File: config.mk
export PLATFORM = sky130hd
export DESIGN_NAME = mux_8_32
export DESIGN_NICKNAME = d
export VERILOG_FILES = /design/src/rtl/mux_8_32_pkg.sv /design/src/rtl/mux_8_32_byte_shift_reg.sv /design/src/rtl/mux_8_32.sv
export SDC_FILE = /design/constraint.sdc
export NUM_CORES = 1
export LEC_CHECK = 0
export ABC_AREA = 1
export CAP_MARGIN = 20
export CORE_UTILIZATION = 40
export CTS_CLUSTER_SIZE = 10
export DETAILED_ROUTE_END_ITERATION = 16
export REMOVE_ABC_BUFFERS = 1
export SYNTH_ARGS = -nofsm -noshare
export SYNTH_HDL_FRONTEND = slang
export SYNTH_SLANG_ARGS = --single-unit
export TNS_END_PERCENT = 50
File: constraint.sdc
create_clock -name clk_4f -period 1.65 [get_ports clk_4f]
set_input_delay 0.33 -clock clk_4f [delete_from_list [all_inputs] [get_ports clk_4f]]
set_output_delay 0.33 -clock clk_4f [all_outputs]
set_load 0.05 [all_outputs]
File: src/rtl/mux_8_32_pkg.sv
// Shared definitions for the byte-to-word packer: FSM encoding, default geometry, counter sizing.
package mux_8_32_pkg;

  typedef enum logic {
    ST_IDLE    = 1'b0,
    ST_COLLECT = 1'b1
  } state_t;

  localparam int unsigned DEF_BYTE_W  = 8;
  localparam int unsigned DEF_BYTES   = 4;
  localparam int unsigned DEF_MAX_GAP = 3;

  // Counter width able to hold 0..n-1, never narrower than one bit.
  function automatic int unsigned cnt_w(input int unsigned n);
    return (n <= 1) ? 1 : $clog2(n);
  endfunction

endpackage

File: src/rtl/mux_8_32_byte_shift_reg.sv
// Load-at-index byte register with synchronous clear; byte 0 lands in the MSB lane.
// o_word shows the stored bytes with the current load already merged in.
module byte_shift_reg
  import mux_8_32_pkg::*;
#(
  parameter int unsigned BYTE_W = DEF_BYTE_W,
  parameter int unsigned BYTES  = DEF_BYTES,
  parameter int unsigned IDX_W  = cnt_w(DEF_BYTES)
) (
  input  logic                     i_clk,
  input  logic                     i_clr,
  input  logic                     i_load,
  input  logic [IDX_W-1:0]         i_idx,
  input  logic [BYTE_W-1:0]        i_dat,
  output logic [BYTE_W*BYTES-1:0]  o_word
);

  logic [BYTES-1:0][BYTE_W-1:0] r_bytes;
  logic [BYTES-1:0][BYTE_W-1:0] w_merged;

  // Merged view lets the owner capture the full word on the same edge as the last byte.
  always_comb begin
    w_merged = r_bytes;
    for (int i = 0; i < int'(BYTES); i++) begin
      if (i_load && (i_idx == IDX_W'(i))) begin
        w_merged[BYTES-1-i] = i_dat;
      end
    end
  end

  always_ff @(posedge i_clk) begin
    if (i_clr) begin
      r_bytes <= '0;
    end else if (i_load) begin
      r_bytes <= w_merged;
    end
  end

  assign o_word = w_merged;

endmodule

File: src/rtl/mux_8_32.sv
// Packs BYTES valid-qualified bytes into one word with a one-cycle valid_out pulse.
// Partial words are dropped with an err_out pulse after MAX_GAP idle cycles (0 disables).
module mux_8_32
  import mux_8_32_pkg::*;
#(
  parameter int unsigned BYTE_W  = DEF_BYTE_W,
  parameter int unsigned BYTES   = DEF_BYTES,
  parameter int unsigned MAX_GAP = DEF_MAX_GAP
) (
  input  logic                     clk_4f,
  input  logic                     reset,
  input  logic                     valid_in,
  input  logic [BYTE_W-1:0]        data_in,
  output logic [BYTE_W*BYTES-1:0]  data_out,
  output logic                     valid_out,
  output logic                     err_out,
  output logic                     busy
);

  localparam int unsigned BCNT_W  = cnt_w(BYTES);
  localparam int unsigned GCNT_W  = cnt_w(MAX_GAP + 1);
  localparam int unsigned GAP_LIM = (MAX_GAP == 0) ? 0 : MAX_GAP - 1;

  state_t                    r_state;
  logic [BCNT_W-1:0]         r_byte_cnt;
  logic [GCNT_W-1:0]         r_gap_cnt;
  logic [BYTE_W*BYTES-1:0]   r_data_out;
  logic                      r_valid_out;
  logic                      r_err_out;

  logic                      w_last;
  logic                      w_done;
  logic                      w_timeout;
  logic [BYTE_W*BYTES-1:0]   w_word;

  assign w_last = (r_byte_cnt == BCNT_W'(BYTES - 1));
  assign w_done = valid_in && (r_state == ST_COLLECT) && w_last;

  // Fires on the MAX_GAP-th idle cycle; a byte in that cycle takes precedence.
  assign w_timeout = (MAX_GAP != 0) && !valid_in && (r_state == ST_COLLECT) &&
                     (r_gap_cnt == GCNT_W'(GAP_LIM));

  byte_shift_reg #(
    .BYTE_W (BYTE_W),
    .BYTES  (BYTES),
    .IDX_W  (BCNT_W)
  ) u_shift (
    .i_clk  (clk_4f),
    .i_clr  (reset || w_done || w_timeout),
    .i_load (valid_in),
    .i_idx  (r_byte_cnt),
    .i_dat  (data_in),
    .o_word (w_word)
  );

  always_ff @(posedge clk_4f) begin
    if (reset) begin
      r_state     <= ST_IDLE;
      r_byte_cnt  <= '0;
      r_gap_cnt   <= '0;
      r_data_out  <= '0;
      r_valid_out <= 1'b0;
      r_err_out   <= 1'b0;
    end else begin
      r_valid_out <= 1'b0;
      r_err_out   <= 1'b0;
      case (r_state)
        ST_IDLE: begin
          if (valid_in) begin
            r_byte_cnt <= BCNT_W'(1);
            r_gap_cnt  <= '0;
            r_state    <= ST_COLLECT;
          end
        end
        ST_COLLECT: begin
          if (valid_in) begin
            r_gap_cnt <= '0;
            if (w_last) begin
              r_data_out  <= w_word;
              r_valid_out <= 1'b1;
              r_byte_cnt  <= '0;
              r_state     <= ST_IDLE;
            end else begin
              r_byte_cnt <= r_byte_cnt + BCNT_W'(1);
            end
          end else if (w_timeout) begin
            r_err_out  <= 1'b1;
            r_byte_cnt <= '0;
            r_gap_cnt  <= '0;
            r_state    <= ST_IDLE;
          end else if (MAX_GAP != 0) begin
            r_gap_cnt <= r_gap_cnt + GCNT_W'(1);
          end
        end
        default: begin
          r_state    <= ST_IDLE;
          r_byte_cnt <= '0;
          r_gap_cnt  <= '0;
        end
      endcase
    end
  end

  assign data_out  = r_data_out;
  assign valid_out = r_valid_out;
  assign err_out   = r_err_out;
  assign busy      = (r_state == ST_COLLECT);

endmodule

# Word level (Yosys, flattened, before mapping)
# Cells that the tools add are included.
# totals
out_inout_bits,35
inputBits,11
reg_bits,71
wordCells,56
# classes
n_bitwise,2
reduce_logical,16
n_mux,20
n_eq_ne,6
n_addsub,2
# ops
cell,n
two-way mux 8 bit,4
two-way mux 2 bit,7
logical AND 1 bit,8
one-hot mux 2 bit (2 select lines),2
"equality test 2 bit, second input constant",3
two-way mux 1 bit,6
OR reduction 3 bit,2
"adder 2 x 1 -> 2 bit, second input constant",2
"!= test 3 x 2 -> 1 bit, second input constant",1
AND reduction 3 bit,1
"equality test 2 x 1 -> 1 bit, second input constant",1
logical NOT 2 bit,1
logical OR 1 bit,2
"!= test 2 bit, second input constant",1
inverter 1 bit,2
one-hot mux 1 bit (2 select lines),1
AND reduction 2 bit,1
logical NOT 1 bit,1

# Logic depth before layout (Yosys ltp)
# Gate-level depths: netlist (run 1).
# depth
depth_word,6
ltp_mapped,7
mapped_depth_nobuf,7

# By module
# A second synthesis (run 1) with hierarchy kept.
# hier_totals
hier_cells,427
hier_area_um2,3118.0
# by_module_without_submodules
mod,cells_each,n_inst,seq_area_each_um2,area_per_inst_um2
byte_shift_reg,250,1,640.6,1600.3
mux_8_32,177,1,780.7,1517.7

# Least setup slack after synthesis (run 1)
# OpenSTA, ideal clock, no wires.
# synth_timing
kind,register -> register
start,"register r_state, in the netlist busy"
end,register u_shift.r_bytes[13] in the netlist's numbering
period_less_slack_ps,1510
t_arrival_ps,1392
path_buffers,1
path_stages_with_launch,7
t_required_ps,1531
setup_slack_ps,140
setup_ps,119
path_cell_list,dfxtp_1 > inv_1 > nor2_4 > nand2_2 > nand3_2 > buf_6 > nor2_1
# synth_via
elab_chain_cells,4
elab_cells_between_ends,6
classes_between,reduce/logical (6)
# synth_rtl
element,line,rtl
start: declaration,mux_8_32.sv:24,state_t r_state;
start signal: assignment,mux_8_32.sv:58,r_state <= ST_IDLE;
start signal: assignment,mux_8_32.sv:72,r_state <= ST_COLLECT;
start signal: assignment,mux_8_32.sv:82,r_state <= ST_IDLE;
logical AND 1 bit (2 in series),mux_8_32.sv:37,assign w_done = valid_in && (r_state == ST_COLLECT) && w_last;
logical OR 1 bit,mux_8_32.sv:49,".i_clr (reset || w_done || w_timeout),"
logical OR 1 bit *,mux_8_32.sv:49,
end signal: assignment,mux_8_32_byte_shift_reg.sv:35,r_bytes <= w_merged;
end: declaration,mux_8_32_byte_shift_reg.sv:18,logic [BYTES-1:0][BYTE_W-1:0] r_bytes;
# Mark *: on every way between the ends. The rest lies on a longest branch, timed or not.
# A chain may end at the register's enable or synchronous reset.

# Final worst setup path (run 1)
# layout_timing
start,register r_byte_cnt[0]
end,register u_shift.r_bytes[24] in the netlist's numbering
# layout_via
elab_chain_cells,4
elab_cells_between_ends,7
classes_between,eq/ne (1); mux (1); reduce/logical (5)
# layout_rtl
element,line,rtl
start: declaration,mux_8_32.sv:25,logic [BCNT_W-1:0] r_byte_cnt;
start signal: assignment,mux_8_32.sv:84,r_byte_cnt <= r_byte_cnt + BCNT_W'(1);
equality test 2 bit,mux_8_32.sv:36,assign w_last = (r_byte_cnt == BCNT_W'(BYTES - 1));
logical AND 1 bit,mux_8_32.sv:37,
logical OR 1 bit (2 in series),mux_8_32.sv:49,
# Several ways; a longest one is shown, not always the timed one.

==> run metrics, run 1 <==
Final Max Tran Viols=0; ANT nets after route=0; Avg Vias per Cell=4.78; setup bufs post-CTS=0; power per cell area=1000 nW/um2; Die X=78.8 um; Sw Share=21.5%; Max VDD drop=0.531 mV; Psw=654 uW; pin count of the biggest net entering global routing=36; CTS tree=done; drt first pass iters=5; initial antenna violation count=0; max_cap viols=0; sequential area share after synthesis=53.4%; Hold WC Path Type=reg -> reg; NumNets Final=332; RSZ-0062 raised after global routing=false; commonest non-fill, non-tap cell in the layout=dfxtp_1; gp weighted congestion=0.738; Final Hold Viols=0; Reg power frac=51.4%; Core Rows=27; Slew @ Worst Pin=0.359 ns; clock sinks=63; H-tree levels=3; YS warnings=0; Area growth syn-to-layout=28.8%; Syn Inst Count=263; post-DP HPWL=3190 um; Post-Syn Area per Cell=8.97 um2; Tcrit/Tclk final=83.1%; internal power=2.39 mW; Root Driver=clkbuf_8; Tmin final=1.37 ns; Relative slew margins=76.1%; post-CTS sizing=0; worst-path maximum fanout=16; dpl cell area=2850 um2; Initial Utilization=42.1%; Tot GR Track Use=17.3%; layout cells sized above 1=26.3%; Vias=1868; CP endpoint kind=flop; global route total overflow=0; Logic pwr share=6.8%; number of global-route vias before repair=1762; Worst Path Required=1.86 ns; # IOs=46; first-pass GRT wire length=8180 um; flops & latches, synth=63; Leakage=1.28 nW; antenna cells=0; Die H=78.8 um; synthesized area=2360 um2; Setup Crit Path Kind=reg -> reg; port buffer count=45; Core ar.=5610 um2; crit path DAT=1.58 ns; Clock transition at path regs=0.06 ns; status=complete, no violations; Clock power frac=41.8%; CTS Buf Count=9; Fin Hold WS=0.475 ns; CP startpoint kind=flop; Worst-Skew Late Latency=0.32 ns; filler instances=558; Setup TNS=0 ns; DIE AREA=6210 um2; fin area=3040 um2; commonest cells after routing, fill and taps aside=63 x dfxtp_1, 43 x nor2_1, 43 x buf_4; cts hold-fix bufs=0; fmax=0.729 GHz; drt drc=0; drt wl/cell=12.1 um; initial DRC count=118; Final setup viols=0; final WL=4740 um; Setup Skew=0.00342 ns; Clock Tree Buf Depth=2; Netlist cell types=24
-- routing by layer --
metal | global-route usage [%] | wire length [um]
met1 | 21.4 | 2230
met4 | 10.6 | 99
met5 | 0 | 0
met2 | 27.7 | 2170
met3 | 3.56 | 236
-- logic make-up after synthesis --
logic type,Yosys count,share of synthesized area (%)
and+or+nand+nor,102,21.2
DFF,63,53.4
AOI/OAI and AO/OA,62,14.8
buffers and inverters,32,8.43
adders and majority gates,4,2.12
-- Yosys cell counts --
master / number / area, um2
dfxtp_1: 63 / 1260
nor2_1: 43 / 161
nand3_1: 34 / 170
a21oi_1: 26 / 130
o21ai_1: 20 / 100
inv_1: 14 / 52.6
nand2_1: 11 / 41.3
buf_6: 10 / 113
o21ai_2: 10 / 87.6
o21ai_0: 5 / 25.0
ha_1: 4 / 50.1
nor2_2: 4 / 25.0
buf_2: 3 / 15.0
nand2_4: 3 / 33.8
clkbuf_1: 2 / 7.51
nor2_4: 2 / 22.5
nor2b_1: 2 / 12.5
a31oi_1: 1 / 6.26
buf_1: 1 / 3.75
clkinv_1: 1 / 3.75
inv_2: 1 / 3.75
nand2_2: 1 / 6.26
nand3_2: 1 / 10.0
nand3_4: 1 / 17.5
-- path summary, 6_finish.rpt --
path | start | endpoint | slack, ns | cells after the start
max | r_byte_cnt[0] | u_shift.r_bytes[24] | 0.28 | 6
max reg2reg | r_byte_cnt[0] | u_shift.r_bytes[24] | 0.28 | 6
min reg2reg | data_out[22] | data_out[22] | 0.48 | 2
min | data_out[22] | data_out[22] | 0.48 | 2
-- state kept, by name, summed over array words and instances, names as in the netlist --
signal           flops
busy                 1
data_out            32
err_out              1
r_byte_cnt           2
r_gap_cnt            2
u_shift.r_bytes     24
valid_out            1
-- power by group through the flow --
stage               logic, mW  clock network [mW]  registers [mW]
floorplan               0.105                   0            1.60
global placement        0.209                   0            1.60
detailed placement      0.211                   0            1.60
CTS                     0.211                1.31            1.56
global route            0.232                1.36            1.56
finish                  0.208                1.27            1.56
-- final cells by class --
class | instances | area, um2 | share of cell area, %
clock buffers | 12 | 155 | 5.10
clock inverters | 1 | 30.0 | 0.988
inverters | 16 | 60.1 | 1.98
multi-input cells | 168 | 900 | 29.6
flip-flops and latches | 63 | 1260 | 41.5
well taps | 72 | 90.1 | 2.96
repair buffers | 59 | 543 | 17.9
-- metrics by stage --
step / power, mW / setup WS [ns] / std cells / utilization [%]
floorplan: 1.71 / -0.0972 / 247 / -
global placement: 1.80 / 0.0390 / 378 / 50.9
detailed placement: 1.81 / 0.0144 / 378 / 50.9
CTS: 3.08 / 0.268 / 391 / 54.2
global route: 3.16 / 0.157 / 391 / 54.2
finish: 3.04 / 0.278 / 391 / 54.2
-- critical path: stages, from the launching register on --
cell and delay (ns):
dfxtp_1 0.40, inv_1 0.09, ha_1 0.23, nand2_4 0.18
nor2_1 0.06, a21oi_1 0.22, nor2_1 0.08
(Power assumes the default switching activity.)
==> run 2: changes to the inputs <==
--- a/config.mk
+++ b/config.mk
@@ -10,6 +10,7 @@
 export CORE_UTILIZATION = 40
 export CTS_CLUSTER_SIZE = 10
 export DETAILED_ROUTE_END_ITERATION = 16
+export PLACE_DENSITY = 0.67
 export REMOVE_ABC_BUFFERS = 1
 export SYNTH_ARGS = -nofsm -noshare
 export SYNTH_HDL_FRONTEND = slang
==> constraint.sdc (replaced) <==
create_clock -name clk_4f -period 1.15 [get_ports clk_4f]
set_input_delay 0.23 -clock clk_4f [delete_from_list [all_inputs] [get_ports clk_4f]]
set_output_delay 0.23 -clock clk_4f [all_outputs]
set_load 0.05 [all_outputs]
==> run metrics, run 2 (synthesized netlist as in run 1, its figures left out) <==
status=complete, but fails checks; failing checks=setup timing; drt first pass iters=4; Logic pwr share=10.6%; Core ar.=5610 um2; Avg Vias per Cell=5.28; max_cap viols=0; Area growth syn-to-layout=75.5%; Leakage=1.62 nW; gp weighted congestion=0.790; final WL=6840 um; Tmin final=1.27 ns; Tcrit/Tclk final=111%; placed cells=390; Vias=2228; Max VDD drop=0.737 mV; clock sinks=63; pin count of the biggest net entering global routing=36; post-DP HPWL=3630 um; Post-Layout Cell Count=422; layout cells sized above 1=52.9%; CTS tree=done; Final Max Tran Viols=0; CTS Buf Count=9; Clock power frac=42.9%; RSZ-0062 raised after global routing=true; CP startpoint kind=flop; Die H=78.8 um; flip-flop count of the largest register after layout=32; Worst Path Required=1.39 ns; Worst-Skew Late Latency=0.35 ns; Hold WC Path Type=reg -> reg; Setup Crit Path Kind=reg -> reg; global route total overflow=0; Clock Tree Buf Depth=2; CP endpoint kind=flop; total power=4.84 mW; Setup TNS=-2.84 ns; first-pass GRT wire length=10900 um; Final Hold Viols=0; number of global-route vias before repair=2202; commonest cells after routing, fill and taps aside=52 x dfxtp_1, 42 x buf_12, 34 x nand3_1; Final setup viols=57; commonest non-fill, non-tap cell in the layout=dfxtp_1; Core Rows=27; Tot GR Track Use=23.4%; Slew @ Worst Pin=0.229 ns; Die X=78.8 um; fmax=0.786 GHz; worst-path maximum fanout=8; port buffer count=45; cts hold-fix bufs=0; ANT nets after route=0; H-tree levels=3; Clock transition at path regs=0.07 ns; antenna cells=0; drt drc=0; post-layout util=73.8%; internal power=3.70 mW; Psw=1.14 mW; PnR worst setup slack=-0.123 ns; Setup Skew=0.00963 ns; Root Driver=clkbuf_8; # IOs=46; initial DRC count=156; Fin Hold WS=0.488 ns; power per cell area=1170 nW/um2; Reg power frac=46.5%; NumNets Final=361; crit path DAT=1.51 ns; drt wl/cell=16.2 um; initial antenna violation count=0; Initial Utilization=42.1%; DIE AREA=6210 um2; Sw Share=23.6%; Relative slew margins=84.7%
## run 2: worst max-delay path: stages, from the launching register on
cell,delay (ns)
dfxtp_4,0.37
inv_4,0.09
ha_4,0.16
nand2_8,0.08
buf_12,0.15
buf_6,0.12
a21oi_4,0.13
nor2_1,0.08
## run 2: area by class of cell
cell class | instances | area [um2]
Tap cell | 72 | 90.1
Inverter | 16 | 65.1
Clock inverter | 4 | 70.1
Timing Repair Buffer | 86 | 1240
Sequential cell | 63 | 1280
Clock buffer | 11 | 141
Multi-Input combinational cell | 170 | 1250
Fill cell | 357 | 1470
## run 2: per-layer routing
layer	vias to the layer above	GRT usage, %	part of all wire [%]	wire length [um]
met3	19	6.09	5.6	380
met4	0	13.7	3.3	226
met2	78	38.8	51	3510
met1	1088	27.3	40	2720
li1	1043	-	-	-
met5	-	0	0	0
## run 2: power by group through the flow
| stage | logic, mW | registers, mW | clock network, mW |
|---|---|---|---|
| final | 0.514 | 2.25 | 2.08 |
| after global routing | 0.546 | 2.25 | 2.21 |
| after CTS | 0.470 | 2.25 | 2.11 |
| after detailed placement | 0.335 | 2.29 | 0 |
| after global placement | 0.326 | 2.29 | 0 |
| after floorplan | 0.151 | 2.30 | 0 |
## run 2: per-stage QoR
step           instance area (um2)  setup slack [ns]
2_1_floorplan                 2220            -0.597
3_3_place_gp                  3370            -0.395
3_5_place_dp                  3370            -0.436
4_1_cts                       3980           -0.0652
5_1_grt                       4140            -0.151
6_report                      4140            -0.123
## run 2: final timing paths
kind,startpoint,to,slack (ns),cells past startpoint
worst max-delay path,r_byte_cnt[0],u_shift.r_bytes[13],-0.12,7
worst min-delay path,u_shift.r_bytes[11],u_shift.r_bytes[11],0.49,2
worst max register to register,r_byte_cnt[0],u_shift.r_bytes[13],-0.12,7
worst min register to register,u_shift.r_bytes[11],u_shift.r_bytes[11],0.49,2
## run 2: repair_timing
item	CTS	global route
gates resized for setup	66	42
pin swaps	27	11
endpoints found under the hold margin	0	0
endpoints found under the setup margin	57	73
buffers inserted	13	1
cloned	2	1
